===== src/rtl/fetch_stage.sv =====
// Instruction-fetch stage: owns the PC, drives instruction memory and holds the IF/ID register.
// Optional performance counters are built when FETCH_PERF_CNT_EN is defined.
module fetch_stage #(
    parameter logic [31:0] RESET_PC  = 32'h0000_0000,
    parameter logic [31:0] NOP_INSTR = 32'h0000_0000
) (
    input  logic        clk,
    input  logic        rst,
    input  logic        en_pc,
    input  logic        hazard,
    input  logic        redirect_valid,
    input  logic [31:0] redirect_pc,
    output logic [31:0] imem_addr,
    input  logic [31:0] imem_rdata,
    input  logic        imem_valid,
    output logic [31:0] if_id_instr,
    output logic [31:0] if_id_pc4,
    output logic        if_id_valid,
    output logic [31:0] stall_cnt,
    output logic [31:0] bubble_cnt
);

    typedef enum logic {RUN = 1'b0, HOLD = 1'b1} fetch_state_t;

    fetch_state_t state_q, state_d;
    logic [31:0]  pc_q, pc_d;
    logic [31:0]  instr_q, instr_d;
    logic [31:0]  pc4_q, pc4_d;
    logic         valid_q, valid_d;
    logic         load_bubble;
    logic         frozen;

    // NOTE: every variable gets a default first so no path through the block infers a latch.
    always_comb begin
        pc_d        = pc_q;
        instr_d     = instr_q;
        pc4_d       = pc4_q;
        valid_d     = valid_q;
        load_bubble = 1'b0;
        frozen      = 1'b0;
        if (redirect_valid) begin
            // Masking keeps the target word-aligned; the fetched wrong-path word is dropped.
            pc_d        = redirect_pc & 32'hFFFF_FFFC;
            load_bubble = 1'b1;
        end else if (!en_pc) begin
            frozen = 1'b1;
        end else if (hazard || !imem_valid) begin
            load_bubble = 1'b1;
        end else begin
            instr_d = imem_rdata;
            pc4_d   = pc_q + 32'd4;
            valid_d = 1'b1;
            pc_d    = pc_q + 32'd4;
        end
        if (load_bubble) begin
            instr_d = NOP_INSTR;
            pc4_d   = 32'd0;
            valid_d = 1'b0;
        end
    end

    always_comb begin
        state_d = state_q;
        if (redirect_valid) begin
            state_d = RUN;
        end else begin
            case (state_q)
                RUN:     if (!en_pc) state_d = HOLD;
                HOLD:    if (en_pc)  state_d = RUN;
                default: state_d = RUN;
            endcase
        end
    end

    // NOTE: sequential state uses non-blocking assignments so all registers update together.
    always_ff @(posedge clk) begin
        if (rst) begin
            state_q <= RUN;
            pc_q    <= RESET_PC;
            instr_q <= NOP_INSTR;
            pc4_q   <= 32'd0;
            valid_q <= 1'b0;
        end else begin
            state_q <= state_d;
            pc_q    <= pc_d;
            instr_q <= instr_d;
            pc4_q   <= pc4_d;
            valid_q <= valid_d;
        end
    end

`ifdef FETCH_PERF_CNT_EN
    logic [31:0] stall_cnt_q, bubble_cnt_q;

    always_ff @(posedge clk) begin
        if (rst) begin
            stall_cnt_q  <= 32'd0;
            bubble_cnt_q <= 32'd0;
        end else begin
            if (frozen)      stall_cnt_q  <= stall_cnt_q + 32'd1;
            if (load_bubble) bubble_cnt_q <= bubble_cnt_q + 32'd1;
        end
    end

    assign stall_cnt  = stall_cnt_q;
    assign bubble_cnt = bubble_cnt_q;
`else
    logic unused_perf;
    assign unused_perf = frozen ^ load_bubble;
    assign stall_cnt   = 32'd0;
    assign bubble_cnt  = 32'd0;
`endif

    assign imem_addr   = pc_q;
    assign if_id_instr = instr_q;
    assign if_id_pc4   = pc4_q;
    assign if_id_valid = valid_q;

endmodule


===== config.mk =====
export PLATFORM = sky130hd
export DESIGN_NAME = fetch_stage
export DESIGN_NICKNAME = d
export VERILOG_FILES = /design/src/rtl/fetch_stage.sv
export SDC_FILE = /design/constraint.sdc
export NUM_CORES = 1
export LEC_CHECK = 0
export CAP_MARGIN = 20
export CORE_UTILIZATION = 46
export CTS_BUF_LIST = sky130_fd_sc_hd__clkbuf_8
export DETAILED_ROUTE_END_ITERATION = 8
export GPL_TIMING_DRIVEN = 0
export MAX_ROUTING_LAYER = met4
export PLACE_DENSITY = 0.88
export SYNTH_ARGS = -nofsm -noshare
export SYNTH_HDL_FRONTEND = slang
export SYNTH_SLANG_ARGS = --single-unit
export TNS_END_PERCENT = 20

===== constraint.sdc =====
create_clock -name clk -period 2.9 [get_ports clk]
set_input_delay 0.87 -clock clk [delete_from_list [all_inputs] [get_ports clk]]
set_output_delay 0.87 -clock clk [all_outputs]
set_load 0.01 [all_outputs]

* After elaboration in Yosys (flattened, before gate mapping)
Cells that the tools add are included.
Word-level totals: register bits after elaboration 97, input bits 70, output and inout bits 161, logic and storage cells 23
Cells by class: $add $sub $neg 1, equal/unequal tests 1, muxes and demuxes 6, bitwise operators 2, reduce and logical (&&, ||, !) cells 8
Operators with widths (count):
- $mux W32 | 3
- $add A32 B3 Y32 const B | 1
- $reduce_and A2 Y1 | 2
- $reduce_or A2 Y1 | 2
- $mux W1 | 3
- $reduce_and A3 Y1 | 1
- $ne A2 B2 Y1 const B | 1
- $not A1 Y1 | 2
- $reduce_bool A2 Y1 | 1
- $logic_not A1 Y1 | 1
- $logic_or A1 B1 Y1 | 1

* Logic depth before layout (Yosys ltp)
Gate-level depths: netlist of run 1.
word-level depth 6, gate-level depth with buffers 7, gate-level depth less buffers 6

* Worst setup path before layout of run 1
OpenSTA, ideal clock, no wires.
kind input-to-reg, start point input port hazard, end point register pc_q[26] (netlist: imem_addr[26]), library setup time 0.080 ns, arrival time 2.081 ns, data required time 2.820 ns, setup slack 0.739 ns, stages 6, path through nand3b_4 > buf_4 > nor4_4 > nand4_1 > xor2_1 > a211oi_2
On the way: word-level cells in the longest chain between the ends 3
Ends and longest elaborated chain:
- start: declaration | line 10 | input logic hazard,
- $logic_or A1 B1 Y1 | line 47 | end else if (hazard || !imem_valid) begin
- $ne A2 B2 Y1 (no line)
- $reduce_and A2 Y1 (no line)
- end signal: assignment | line 85 | pc_q <= pc_d;
- end: declaration | line 26 | logic [31:0] pc_q, pc_d;
Every way passes these cells. A chain may end at the register's enable or synchronous reset.

* Worst setup path in the final report of run 1
start point input port imem_valid, end point register pc4_q[7] (netlist: if_id_pc4[7])
On the way: word-level cells in the longest chain between the ends 6, elaborated cells between the ends (all ways) 8
Ends and longest elaborated chain:
- start: declaration | line 15 | input logic imem_valid,
- $logic_not A1 Y1 (*) | line 47
- $logic_or A1 B1 Y1 (*) | line 47
- $mux W1 | line 47
- $mux W1 | line 45 | end else if (!en_pc) begin
- $mux W1 | line 41 | if (redirect_valid) begin
- $reduce_or A2 Y1 (no line)
- end signal: assignment | line 87 | pc4_q <= pc4_d;
- end: declaration | line 28 | logic [31:0] pc4_q, pc4_d;
Mark *: on every way between the ends. The rest lies on a longest branch, timed or not.

==> impl_metrics.tcl, run 1 <==
set metrics [dict create \
    worst-setup-path-type "in2reg" \
    die_h_um 106.1 \
    num_rows 37 \
    ys_ff_latch 93 \
    place.gp.congestion 0.9335 \
    p_int_mw 1.981 \
    drv_cap 0 \
    avgRoutedWirePerCell_um 13.86 \
    start_kind "primary input" \
    fillers 869 \
    cp_max_fo 10 \
    die_w_um 106.1 \
    synth_area_leaders "dfxtp_1, buf_4, nand2_1, xor2_1, nor2_1" \
    path_clk_slew_ps 100 \
    rsz0062_at_grt "false" \
    drt_iter0_drc 232 \
    io_buffers 159 \
    start_util_pct 47.89 \
    cts_buffer_depth 2 \
    swShare_pct 27.99 \
    grt_antenna_before_repair 0 \
    worst_ir_drop_vdd_uv 259.3 \
    cts.sinks 93 \
    synthArstFlopShare_pct 0 \
    fin_nets 908 \
    cp.required_ps 3120 \
    outcome "completed" \
    wirelength_um 13540 \
    n_antenna_cell 0 \
    fin_cells 977 \
    synth-edff-count 0 \
    period_needed_ps 2574 \
    path_cells "clkdlybuf4s50_1 > nand3b_4 > buf_4 > nor2_1 > buf_2 > clkbuf_1 > a211oi_1" \
    yosysSeqAreaShare_pct 37.32 \
    worst_slew_pin_slew_ps 634.9 \
    yosys_most_used_dff "dfxtp_1" \
    synth.most_common_cell "nand2_1" \
    synthCells 600 \
    hold_viol 0 \
    synth_cell_types 41 \
    cp-end-kind "register" \
    cp_slowest_cell "clkdlybuf4s50_1" \
    clkPwrFrac_pct 32.7 \
    cts-htree-levels 3 \
    setup_violations 0 \
    yosys.area.top_type_share_pct 37.32 \
    finalCritPeriodShare_pct 88.77 \
    cts_buffers 9 \
    worst_ep_arrival_time_ps 2800 \
    slew_headroom_pct 57.67 \
    synthesis.area_um2 4989 \
    timing.hold.ws_ps 456.6 \
    max_stage_delay_ps 540 \
    synthTopCellsByCount "nand2_1, dfxtp_1, buf_4" \
    dp_hpwl_um 10400 \
    placedCellCount 962 \
    post-route-drc-count 0 \
    crit_family "buffers and inverters" \
    drive_gt1_share_pct 15.34 \
    core_um2 10420 \
    synth_top_cell_by_area "dfxtp_1" \
    power.switching_uw 770.1 \
    leakage_nw 2.699 \
    finalMaxSlewViolations 0 \
    via_per_inst 4.754 \
    first_global_vias 4352 \
    comb_power_share_pct 18.0 \
    clock_skew_ps 8.761 \
    ant_nets 0 \
    p_seq_share_pct 49.3 \
    max_freq_mhz 388.5 \
    area_growth_pct 44.27 \
    root_buffer "clkbuf_8" \
    clock_latency_ps 360 \
    p_per_area_nw_per_um2 382.3 \
    io_pins 231 \
    cts_tree "built" \
    cts_setup_buffers 0 \
    worst-path-buf-inv 4 \
    grt_max_degree 17 \
    hold_buffers 0 \
    avgSynthCellArea_um2 8.314 \
    grt_overflow 0 \
    drt_first_pass_iters 5 \
    synth_warnings 0 \
    grtUsageTotal_pct 24.88 \
    hp-class "reg2reg" \
    grt_pass1_wl_um 21610 \
    dr_total_vias 4645 \
    cts-resized-gates 0 \
    dieArea_um2 11260 \
]
## layer usage
| layer | share of wire, % | track usage, % |
|---|---|---|
| met2 | 46 | 38.73 |
| met5 | 0 | - |
| met3 | 7.1 | 4.721 |
| met1 | 44 | 31.76 |
| met4 | 2.8 | 10.02 |
## placed cells by master (no fill, tap or decap), drive strengths merged, types with 2 or more instances in the layout
cell and instances:
nor4 8, xnor2 20, mux2i 3, dfxtp 93
xor2 37, clkdlybuf4s50 159, o21ai 2, and3 3
clkbuf 33, buf 87, o21a 7, a21oi 43
nand3b 3, nand3 19, nor2 65, a211oi 45
inv 10, nor2b 2, nand2 95, conb 68
nor3 10, clkinv 2, nand4 18
## flip-flops by register name, summed over array words and instances (netlist names)
| name | count |
|---|---|
| imem_addr | 30 |
| if_id_pc4 | 30 |
| if_id_instr | 32 |
| if_id_valid | 1 |
## worst reg2reg max path, stage by stage, from the launching register on
cell,delay (ps)
dfxtp_1,540
ha_1,350
nand4_1,250
nor4_4,410
nand4_1,210
xor2_1,200
a211oi_2,210
## stage by stage
stage / TNS (ps) / instance area (µm²) / setup WS (ps) / power [mW] / utilization, %
2_1_floorplan: 0 / 5240 / 739.3 / 1.662 / -
3_3_place_gp: 0 / 7002 / 24.19 / 1.871 / 67.22
3_5_place_dp: -36.31 / 7002 / -9.909 / 1.874 / 67.22
4_1_cts: 0 / 7197 / 375.9 / 2.766 / 69.09
5_1_grt: 0 / 7197 / 175.0 / 2.863 / 69.09
6_report: 0 / 7197 / 325.7 / 2.751 / 69.09
## cell type report
type | instances | area, µm² | area share [%]
clock inverters | 6 | 71.32 | 0.9910
inverters | 8 | 30.03 | 0.4172
flip-flops and latches | 93 | 1862 | 25.87
plain buffers | 111 | 701.9 | 9.753
multi-input cells | 455 | 2646 | 36.77
well taps | 136 | 170.2 | 2.364
clock buffers | 9 | 123.9 | 1.721
repair buffers | 159 | 1592 | 22.11
## cells by family (layout without fill, tap and decap cells)
| logic type | after synthesis | count (layout) | share of synthesized area, % |
|---|---|---|---|
| adders and majority gates | 1 | 1 | 0.2508 |
| buffers and inverters | 119 | 293 | 14.67 |
| muxes | 3 | 3 | 0.6020 |
| DFF | 93 | 93 | 37.32 |
| xor gates and xnor gates | 57 | 57 | 10.01 |
| other | 1 | 68 | 0.07517 |
| AOI/OAI and AO/OA | 98 | 98 | 14.22 |
| and+or+nand+nor | 228 | 228 | 22.85 |
## power by group through the flow
stage | registers (mW) | logic (mW) | clock network (mW)
6_report | 1.36 | 0.496 | 0.899
2_1_floorplan | 1.39 | 0.270 | 0
3_3_place_gp | 1.38 | 0.486 | 0
4_1_cts | 1.36 | 0.493 | 0.919
3_5_place_dp | 1.38 | 0.489 | 0
5_1_grt | 1.36 | 0.536 | 0.966
## path summary, 6_finish.rpt
| check | from | endpoint | slack (ps) | depth (start not counted) |
|---|---|---|---|---|
| worst max-delay path | imem_valid | if_id_pc4[7] | 330 | 7 |
| worst min-delay path | if_id_instr[25] | if_id_instr[25] | 460 | 2 |
| worst max register to register | imem_addr[2] | imem_addr[26] | 670 | 6 |
| worst min register to register | if_id_instr[25] | if_id_instr[25] | 460 | 2 |
Note: power is estimated with default switching activity, not from simulation.
==> inputs of run 2 (changes only) <==
--- a/config.mk
+++ b/config.mk
@@ -6,12 +6,12 @@
 export NUM_CORES = 1
 export LEC_CHECK = 0
 export CAP_MARGIN = 20
-export CORE_UTILIZATION = 46
+export CORE_UTILIZATION = 43
 export CTS_BUF_LIST = sky130_fd_sc_hd__clkbuf_8
 export DETAILED_ROUTE_END_ITERATION = 8
 export GPL_TIMING_DRIVEN = 0
 export MAX_ROUTING_LAYER = met4
-export PLACE_DENSITY = 0.88
+export PLACE_DENSITY = 0.83
 export SYNTH_ARGS = -nofsm -noshare
 export SYNTH_HDL_FRONTEND = slang
 export SYNTH_SLANG_ARGS = --single-unit
==> constraint.sdc (replaced) <==
create_clock -name clk -period 2.6 [get_ports clk]
set_input_delay 0.78 -clock clk [delete_from_list [all_inputs] [get_ports clk]]
set_output_delay 0.78 -clock clk [all_outputs]
set_load 0.01 [all_outputs]
==> run 2 against run 1 <==
Via count is 0.58% lower. Count of clock-buffer cells in the layout is 1 higher. Critical path depth stayed put. Non-clock buffer count stayed put. Cell count is 0.51% higher. Worst setup slack worse by 210 ps. Core utilization is 4.2 points lower. Critical endpoint is now imem_addr[22]. Clock skew is 0.67 ps higher. Die area is 6.9% higher.
==> impl_metrics.tcl, run 2 (same netlist as run 1, synthesis figures left out) <==
set metrics [dict create \
    ant_nets 0 \
    num_rows 38 \
    drt_first_pass_iters 4 \
    highest_layer "met4" \
    first_global_vias 4106 \
    period_needed_ps 2480 \
    power.switching_uw 845.1 \
    wl_met2_um 6620 \
    grt_overflow 0 \
    via_per_inst 4.703 \
    cts.sinks 93 \
    drv_cap 0 \
    die_h_um 109.7 \
    clkPwrFrac_pct 30.8 \
    path_clk_slew_ps 100 \
    clock_latency_ps 360 \
    cp-end-kind "register" \
    cp_slowest_cell "clkdlybuf4s50_1" \
    grtUsageTotal_pct 23.00 \
    drt-met1-wl_um 5710 \
    worst_slew_pin_slew_ps 654.2 \
    area_growth_pct 44.12 \
    hp-class "reg2reg" \
    grt_antenna_before_repair 0 \
    cts_buffers 9 \
    n_antenna_cell 0 \
    core_um2 11080 \
    hold_viol 0 \
    avgRoutedWirePerCell_um 13.83 \
    cts_buffer_depth 2 \
    io_pins 231 \
    ff_latch_area_um2 1862 \
    io_buffers 159 \
    grt_pass1_wl_um 20500 \
    setup_violations 0 \
    fin_tns_setup_ps 0 \
    p_per_area_nw_per_um2 415.1 \
    drive_gt1_share_pct 15.56 \
    outcome "completed" \
    start_kind "primary input" \
    fillers 953 \
    cp.required_ps 2870 \
    rsz0062_at_grt "false" \
    grt_max_degree 17 \
    placed_cell_area_um2 7007 \
    finalWorstSetupSlack_ps 119.6 \
    fin_nets 908 \
    swShare_pct 28.32 \
    wirelength_um 13580 \
    start_util_pct 45.03 \
    p_int_mw 2.139 \
    worst_ep_arrival_time_ps 2750 \
    cp_max_fo 10 \
    cts_tree "built" \
    dr_total_vias 4618 \
    drt_iter0_drc 252 \
    die_w_um 109.7 \
    dp_hpwl_um 10650 \
    multiInputGateArea_um2 2646 \
    post-route-drc-count 0 \
    place_ws_ps -288.0 \
    largest_register_ffs 32 \
    finalCritPeriodShare_pct 95.40 \
    worst_ir_drop_vdd_uv 268.2 \
    mostFrequentLayoutCell "clkdlybuf4s50_1" \
    max_freq_mhz 403.2 \
    max_stage_delay_ps 550 \
    path_cells "clkdlybuf4s50_1 > nand3b_4 > buf_4 > nor4_4 > nand3b_1 > xor2_1 > a211oi_1" \
    worst-setup-path-type "in2reg" \
    slew_headroom_pct 56.39 \
    route.met3.wl_um 1040 \
    leakage_nw 2.698 \
    root_buffer "clkbuf_8" \
    finalMaxSlewViolations 0 \
    fin_area_um2 7189 \
    p_seq_share_pct 50.6 \
    clock_skew_ps 9.435 \
    dieArea_um2 12040 \
    place.gp.congestion 0.9050 \
    cts-htree-levels 3 \
    comb_power_share_pct 18.6 \
    mostFrequentLayoutCells "clkdlybuf4s50_1, nand2_1, dfxtp_1" \
]
-- run 2: power groups by stage --
stage / clock network, mW / logic, mW / registers, mW
floorplan: 0 / 0.301 / 1.55
global placement: 0 / 0.546 / 1.54
detailed placement: 0 / 0.548 / 1.54
CTS: 0.942 / 0.552 / 1.51
global route: 1.00 / 0.601 / 1.52
finish: 0.919 / 0.554 / 1.51
-- run 2: worst paths after layout --
kind         cells after the start  slack [ps]              to      startpoint
max                              7         120   imem_addr[22]           en_pc
min                              2         460  if_id_instr[2]  if_id_instr[2]
max reg2reg                      6         390   imem_addr[22]    imem_addr[2]
min reg2reg                      2         460  if_id_instr[2]  if_id_instr[2]
-- run 2: final cells by class --
class                      instances  share of cell area [%]
sequential                        93                   25.90
timing repair buffer             159                   22.14
clock inverter                     6                  0.6091
multi-input combinational        455                   36.81
buffer                           111                   9.781
clock buffer                      10                   1.914
inverter                           8                  0.4177
tap                              140                   2.436
-- run 2: metrics by stage --
step	power [mW]	hold WS (ps)	instances	utilization [%]
3_5_place_dp	2.091	446.7	966	63.25
3_3_place_gp	2.088	441.2	966	63.25
4_1_cts	3.004	460.0	982	64.89
6_report	2.985	457.2	982	64.90
2_1_floorplan	1.853	480.5	667	-
5_1_grt	3.123	473.9	982	64.90
-- run 2: critical path: cells and delay by family --
family	cells	cell delay, ps
xor+xnor	1	180
compound gates	1	240
buf+inv	2	740
simple gates	3	790
-- run 2: routing by layer --
layer	global-route usage [%]	vias to the layer above
li1	-	2343
met1	27.64	2068
met2	38.14	191
met3	5.394	16
met4	7.143	0
met5	-	-
-- run 2: repair_timing --
action | in CTS | in global routing
buffers inserted | 0 | 0
hold buffers | 0 | 0
resized for setup | 0 | 1
setup endpoints to repair | 0 | 2
